$ cat src/rtl/ddram_scrub_checker_sat_counter.sv
// Clearable up-counter that sticks at all-ones instead of wrapping.
module sat_counter #(
  parameter int unsigned CNT_W = 16
) (
  input  logic             clk_sys,
  input  logic             RESET,
  input  logic             i_clr,
  input  logic             i_inc,
  output logic [CNT_W-1:0] o_cnt
);

  logic [CNT_W-1:0] r_cnt;

  always_ff @(posedge clk_sys) begin
    if (!RESET) begin
      r_cnt <= '0;
    end else if (i_clr) begin
      r_cnt <= '0;
    end else if (i_inc && (r_cnt != {CNT_W{1'b1}})) begin
      r_cnt <= r_cnt + CNT_W'(1);
    end
  end

  assign o_cnt = r_cnt;

endmodule

$ cat config.mk
export PLATFORM = sky130hd
export DESIGN_NAME = sat_counter
export DESIGN_NICKNAME = d
export VERILOG_FILES = /design/src/rtl/ddram_scrub_checker_sat_counter.sv
export SDC_FILE = /design/constraint.sdc
export NUM_CORES = 1
export LEC_CHECK = 0
export ABC_AREA = 0
export BUFFER_PORTS_ARGS = -buffer_cell sky130_fd_sc_hd__clkbuf_2
export CAP_MARGIN = 40
export CORE_ASPECT_RATIO = 0.8
export CORE_MARGIN = 1
export CORE_UTILIZATION = 46
export CTS_BUF_LIST = sky130_fd_sc_hd__clkbuf_4 sky130_fd_sc_hd__clkbuf_8 sky130_fd_sc_hd__clkbuf_16
export DETAILED_ROUTE_END_ITERATION = 16
export PLACE_DENSITY = 0.74
export REMOVE_ABC_BUFFERS = 1
export SETUP_SLACK_MARGIN = 0.2
export SLEW_MARGIN = 20
export SYNTH_ARGS = -nofsm -noshare
export SYNTH_HDL_FRONTEND = slang
export SYNTH_SLANG_ARGS = --single-unit
$ cat constraint.sdc
create_clock -name clk_sys -period 1.4 [get_ports clk_sys]
set_input_delay 0.07 -clock clk_sys [delete_from_list [all_inputs] [get_ports clk_sys]]
set_output_delay 0.07 -clock clk_sys [all_outputs]
set_load 0.1 [all_outputs]
==> reports/summary.md, run 1 <==
After clock tree synthesis, the flow added hold-fix buffers numbering 0. The run stopped with a tool error. The tree is rooted in a clkbuf_4. The tool reported: "[ERROR DPL-0038] Utilization greater than 100%, impossible to legalize". The die is 40.8 um tall. Measured along the x axis, the die boundary spans 50.5 um. For the HPWL after detailed placement, the log shows 1810 um. Clock tree synthesis inserted a total of 3 buffers. The tools report the initial core utilization as 51.1%.

The run gives 1 as the number of H-tree branching levels. The setup slack at placement was -144 ps; the post-synthesis instance area was 865 sq um. The clock drives 16 sinks.

Once global-route timing repair stopped, the endpoint with the least setup slack was o_cnt[0]$_SDFFE_PP0P_/D. The logs give 91 for the post-synthesis cell count and 37.0% for the sequential-to-total area share from yosys stat. After detailed placement, the design holds a cell count of 163.

The number of core rows was 13; the placer's final routability congestion estimate was 0.812. The number of storage elements in the synthesis netlist was 16. Step where the flow halted: global routing (5_1_grt). After the last repair the worst path ends at a register data pin. The average cell area after synthesis is 9.50 sq um, and the count of distinct cell types in the synthesized netlist is 38.

Buffers placed on the I/O ports in this run total 19. During synthesis, Yosys emitted a total of 0 warnings. The pin count of the biggest net entering global routing was 10.

20 I/O pins were placed. The maximum count of clock buffers along a single path is 2.
kinds of logic after synthesis:
group | synth area share (%)
adder cells (fa/ha/maj) | 1.45
AO/OA/AOI/OAI | 21.4
AND/OR/NAND/NOR | 33.6
XOR/XNOR | 4.05
flip-flops | 37.0
buffers and inverters | 1.30
multiplexers | 1.16
synth_stat cells:
master | number | area share, %
o311ai_2 | 1 | 1.9
and4_2 | 2 | 2.3
o31a_1 | 1 | 1.0
o2111ai_1 | 1 | 1.0
nand4_1 | 2 | 1.4
a21oi_1 | 4 | 2.3
xnor2_1 | 1 | 1.0
o211a_1 | 1 | 1.2
and3_1 | 1 | 0.72
xor2_1 | 3 | 3.0
and2_1 | 3 | 2.2
o311ai_0 | 2 | 2.0
nor2b_1 | 1 | 0.72
o211ai_1 | 1 | 0.87
or3_1 | 2 | 1.4
nand3_4 | 1 | 2.0
nand2_1 | 5 | 2.2
or4_1 | 2 | 1.7
mux2i_1 | 1 | 1.2
nand2b_1 | 2 | 1.4
o41ai_4 | 1 | 3.2
ha_1 | 1 | 1.4
nor3_2 | 1 | 1.2
o21a_1 | 1 | 0.87
a41oi_1 | 1 | 1.0
nor3b_1 | 1 | 0.87
nor4_1 | 3 | 2.2
o41ai_1 | 2 | 2.0
nand4_4 | 2 | 4.9
nor3_1 | 1 | 0.58
inv_1 | 2 | 0.87
clkbuf_1 | 1 | 0.43
o21ai_0 | 4 | 2.3
and4_1 | 1 | 1.0
dfxtp_1 | 16 | 37
o31ai_1 | 2 | 1.7
nor2_1 | 10 | 4.3
nand3_1 | 4 | 2.3
per-stage QoR:
stage                     setup TNS (ps)  instance area, sq um  hold slack, ps
after floorplan                   -11400                   861             274
after global placement              -311                  1250             425
after detailed placement            -999                  1250             442
after CTS                           -479                  1470             143
timing repair:
action | 4_1_cts
setup buffers | 6
gates resized for setup | 42
endpoints found under the setup margin | 24
pin swaps | 13
==> run 2: changes to the inputs <==
Settings changed: CORE_AREA from default to 2 2 63 65, CORE_ASPECT_RATIO 0.8 to default, CORE_MARGIN 1 to default, CORE_UTILIZATION 46 to default, CTS_BUF_LIST sky130_fd_sc_hd__clkbuf_4 sky130_fd_sc_hd__clkbuf_8 sky130_fd_sc_hd__clkbuf_16 to default, DIE_AREA from default to 0 0 65 67, PLACE_DENSITY 0.74 to default, PLACE_DENSITY_LB_ADDON from default to 0.15, SETUP_SLACK_MARGIN 0.2 to default.
Clock period 1.4 ns to 1.8 ns, I/O delays scaled along.
==> run 2 against run 1 <==
  * Synthesized cell count unchanged
  * Synthesized area unchanged
  * The run now ends clean
==> reports/summary.md, run 2 <==
The cell internal power dissipation came out at 560 uW. The logs give 804 for the total vias in the final route and 386 for the number of filler cells placed in the layout. Summing all multi-input logic gate instances after layout gives 533 sq um. DRC violation count after routing: 0. The register with the most flip-flops in the layout has 16 of them. Across the run, the number of max-cap violations was 0. The number of clock buffers inserted by TritonCTS is 3 (unchanged), and the power density normalized to cell area is 665 nW/um^2. The critical path endpoint category was a register. Time the worst path needs with I/O delays and setup: 1610 ps. The tools report the via count of the first global-routing pass as 758.

The min-delay analysis places its worst path in the category in2reg. The first global-routing pass estimated 3590 um of wire. For the arrival time reported for the critical path endpoint, the log shows 1770 ps. The cell type with the highest aggregate area in the netlist was dfxtp_1 (unchanged). The share of post-route cells with drive strength above 1 was 28.7%; the multiplexer share of the synthesized area was 1.16% (unchanged).

The largest fanout on the critical path is 6. The run gives 91 (unchanged) as the post-synthesis cell count. In the layout the commonest cells are clkbuf_2 (19), dfxtp_1 (16), nor2_1 (10). The overall power of the completed layout was 723 uW; the post-synthesis instance area was 865 sq um (unchanged).

Final worst clock skew: 4.56 ps. The critical path is of the reg2reg type. Timing would allow up to 621 MHz. After detailed routing, the number of vias per cell comes to 4.93.

Net switching is 22.6% of the power. Synth top cells by count: dfxtp_1 (16), nor2_1 (10), nand2_1 (5) (unchanged). Peak supply drop: 0.302 mV.

Routed wire length per instance: 12.9 um. For this run the aggregate overflow at the end of global routing stands at 0. Registers are responsible for 49.4% of the overall power. Number of enable-type register cells in the synthesized netlist: 0 (unchanged). The share of total power dissipated in combinational logic is 4.7%. The clock network accounts for 45.9% of the total power. The dominant combinational cell family by area after synthesis was simple AND/OR/NAND/NOR gates (unchanged). The average cell area after synthesis works out to 9.50 sq um (unchanged). The async set-reset flop share out of synthesis works out to 0% (unchanged). The run gives 1090 sq um as the post-route cell area. The most used flip-flop cell after synthesis was dfxtp_1 (unchanged). Setup repair after global routing left no endpoint under its margin. TritonCTS built the clock tree. The most common cell after layout, fill and taps aside is clkbuf_2. The tools report the placer's final routability congestion estimate as 0.700 (was 0.812). The vertical die dimension is 67 um (was 40.8 um), and the worst slew margin relative to its limit is 64.0%. The detail route stage leaves a number of antenna-violating nets equal to 0. The number of buffers inserted for hold repair after clock tree synthesis is 0 (unchanged).

The clock-pin slew of the registers on the worst-case setup and hold paths came out at 70 ps. Root buffer cell: clkbuf_8 (was clkbuf_4). The run gives 191 ps as the least setup slack across all paths after layout.

The net count of the finished layout is 121. In the finished design, the share of the clock period the worst path needs comes to 89.4%. The maximum count of clock buffers along a single path came out at 2 (unchanged). Summing all flip-flop and latch instances after layout gives 320 sq um. The core area was 3610 sq um; the share of synthesized cell area in full adder, half adder and majority cells was 1.45% (unchanged).

The number of primary I/O pins was 20 (unchanged). The post-synthesis share of cell area spent on xor and xnor gates was 4.05% (unchanged); the first-pass iteration count of the detailed router was 4. The run gives 12 as the pin count of the biggest net entering global routing. The number of storage elements in the synthesis netlist was 16 (unchanged); the number of port buffers was 19 (unchanged). The critical path data required time was 1960 ps; the area added between synthesis and finish was 25.6%. The logs give 11.0% for the global-route total usage across every layer and 0 for the initial antenna violation count.

The first routing iteration left 13 violations. The run gives 1590 um (was 1810 um) as the HPWL after detailed placement. The most common cell in the netlist was dfxtp_1 (unchanged). Initial core utilization: 24.0% (was 51.1%).

The startpoint type of the worst setup path is a register. The number of core rows is 22 (was 13). The area share of the leading cell type in the synthesized netlist is 37.0% (unchanged), and the post-cts repair resize count is 0 (was 42).

The compound-cell area share of the yosys netlist was 21.4% (unchanged); the antenna diode count was 0. The number of synthesis warnings was 0 (unchanged); the number of H-tree branching levels was 1 (unchanged). The die area is 4360 sq um, and the post-synthesis share of cell area spent on and, or, nand and nor gates is 33.6% (unchanged). The static leakage power was 0.437 nW.

Setup violations remaining at the end of the flow were counted as 0. Most area-consuming cells after synthesis: dfxtp_1 (37%), nand4_4 (4.9%), nor2_1 (4.3%) (unchanged). The post-CTS repair timing setup buffer count is 0 (was 6). The tools report the setup slack at placement as 186 ps (was -144 ps).

The power spent charging and discharging nets is 163 uW, and the clock insertion delay at the later pin of the skew report is 260 ps. The logs give 2100 um for the total length of routed wires and 16 (unchanged) for the TritonCTS sink count. For the pin with the worst max-slew slack, the measured transition is 542 ps. The run finished with clean final reports. The area of placed instances is 1030 sq um (was 1250 sq um). The sequential-to-total area share from yosys stat is 37.0% (unchanged), and the number of hold violations in the final report is 0.

The number of pins exceeding their max-slew limit in the final report was 0. The die width works out to 65 um (was 50.5 um). The tools report the count of distinct cell types in the synthesized netlist as 38 (unchanged).
==> run 2: cell counts after synthesis <==
Identical to the previous run, type by type.
==> run 2: worst paths after layout <==
kind,start,to,slack (ps),cells past startpoint
setup / recovery,o_cnt[0]$_SDFFE_PP0P_,o_cnt[14]$_SDFFE_PP0P_,190,5
hold / removal,i_inc,o_cnt[0]$_SDFFE_PP0P_,190,4
setup reg to reg,o_cnt[0]$_SDFFE_PP0P_,o_cnt[14]$_SDFFE_PP0P_,190,5
hold reg to reg,o_cnt[5]$_SDFFE_PP0P_,o_cnt[5]$_SDFFE_PP0P_,520,2
==> run 2: metal layers <==
layer / routed length, um / track usage [%] / up-vias
met5: 0 / 0 / -
met3: 104 / 1.86 / 5
met2: 982 / 17.9 / 17
li1: - / - / 405
met1: 967 / 13.6 / 377
met4: 44 / 6.38 / 0
==> run 2: area by class of cell <==
| class | instances | share of cell area [%] |
|---|---|---|
| multi-input cells | 72 | 49.1 |
| flip-flops and latches | 16 | 29.5 |
| repair buffers | 21 | 10.1 |
| well taps | 48 | 5.53 |
| clock buffers | 4 | 5.07 |
| inverters | 2 | 0.691 |
==> run 2: logic make-up after synthesis <==
kind of cell               count (synthesis)
buffers and inverters                      3
adders and majority gates                  1
and+or+nand+nor                           44
AOI/OAI and AO/OA                         22
muxes                                      1
DFF                                       16
xor gates and xnor gates                   4
==> run 2: critical path, stage by stage (launching register included) <==
cell and delay, ps:
dfxtp_1 380, ha_1 200, and4_2 300, o311ai_2 150, o31a_1 300, o21a_1 180
==> run 2: through the flow <==
stage / setup TNS (ps) / util (%) / hold WS [ps] / instances
2_1_floorplan: -5000 / - / 294 / 90
3_3_place_gp: 0 / 28.6 / 457 / 159
3_5_place_dp: 0 / 28.6 / 467 / 159
4_1_cts: 0 / 30.1 / 197 / 163
5_1_grt: 0 / 30.1 / 233 / 163
6_report: 0 / 30.1 / 191 / 163
==> run 2: power groups by stage <==
stage / combinational [mW] / clock [mW] / sequential, mW
6_report: 0.0340 / 0.332 / 0.357
5_1_grt: 0.0370 / 0.356 / 0.357
4_1_cts: 0.0349 / 0.340 / 0.357
3_5_place_dp: 0.0347 / 0 / 0.365
3_3_place_gp: 0.0347 / 0 / 0.365
2_1_floorplan: 0.0125 / 0 / 0.376
Power figures use the tool's default switching activity.
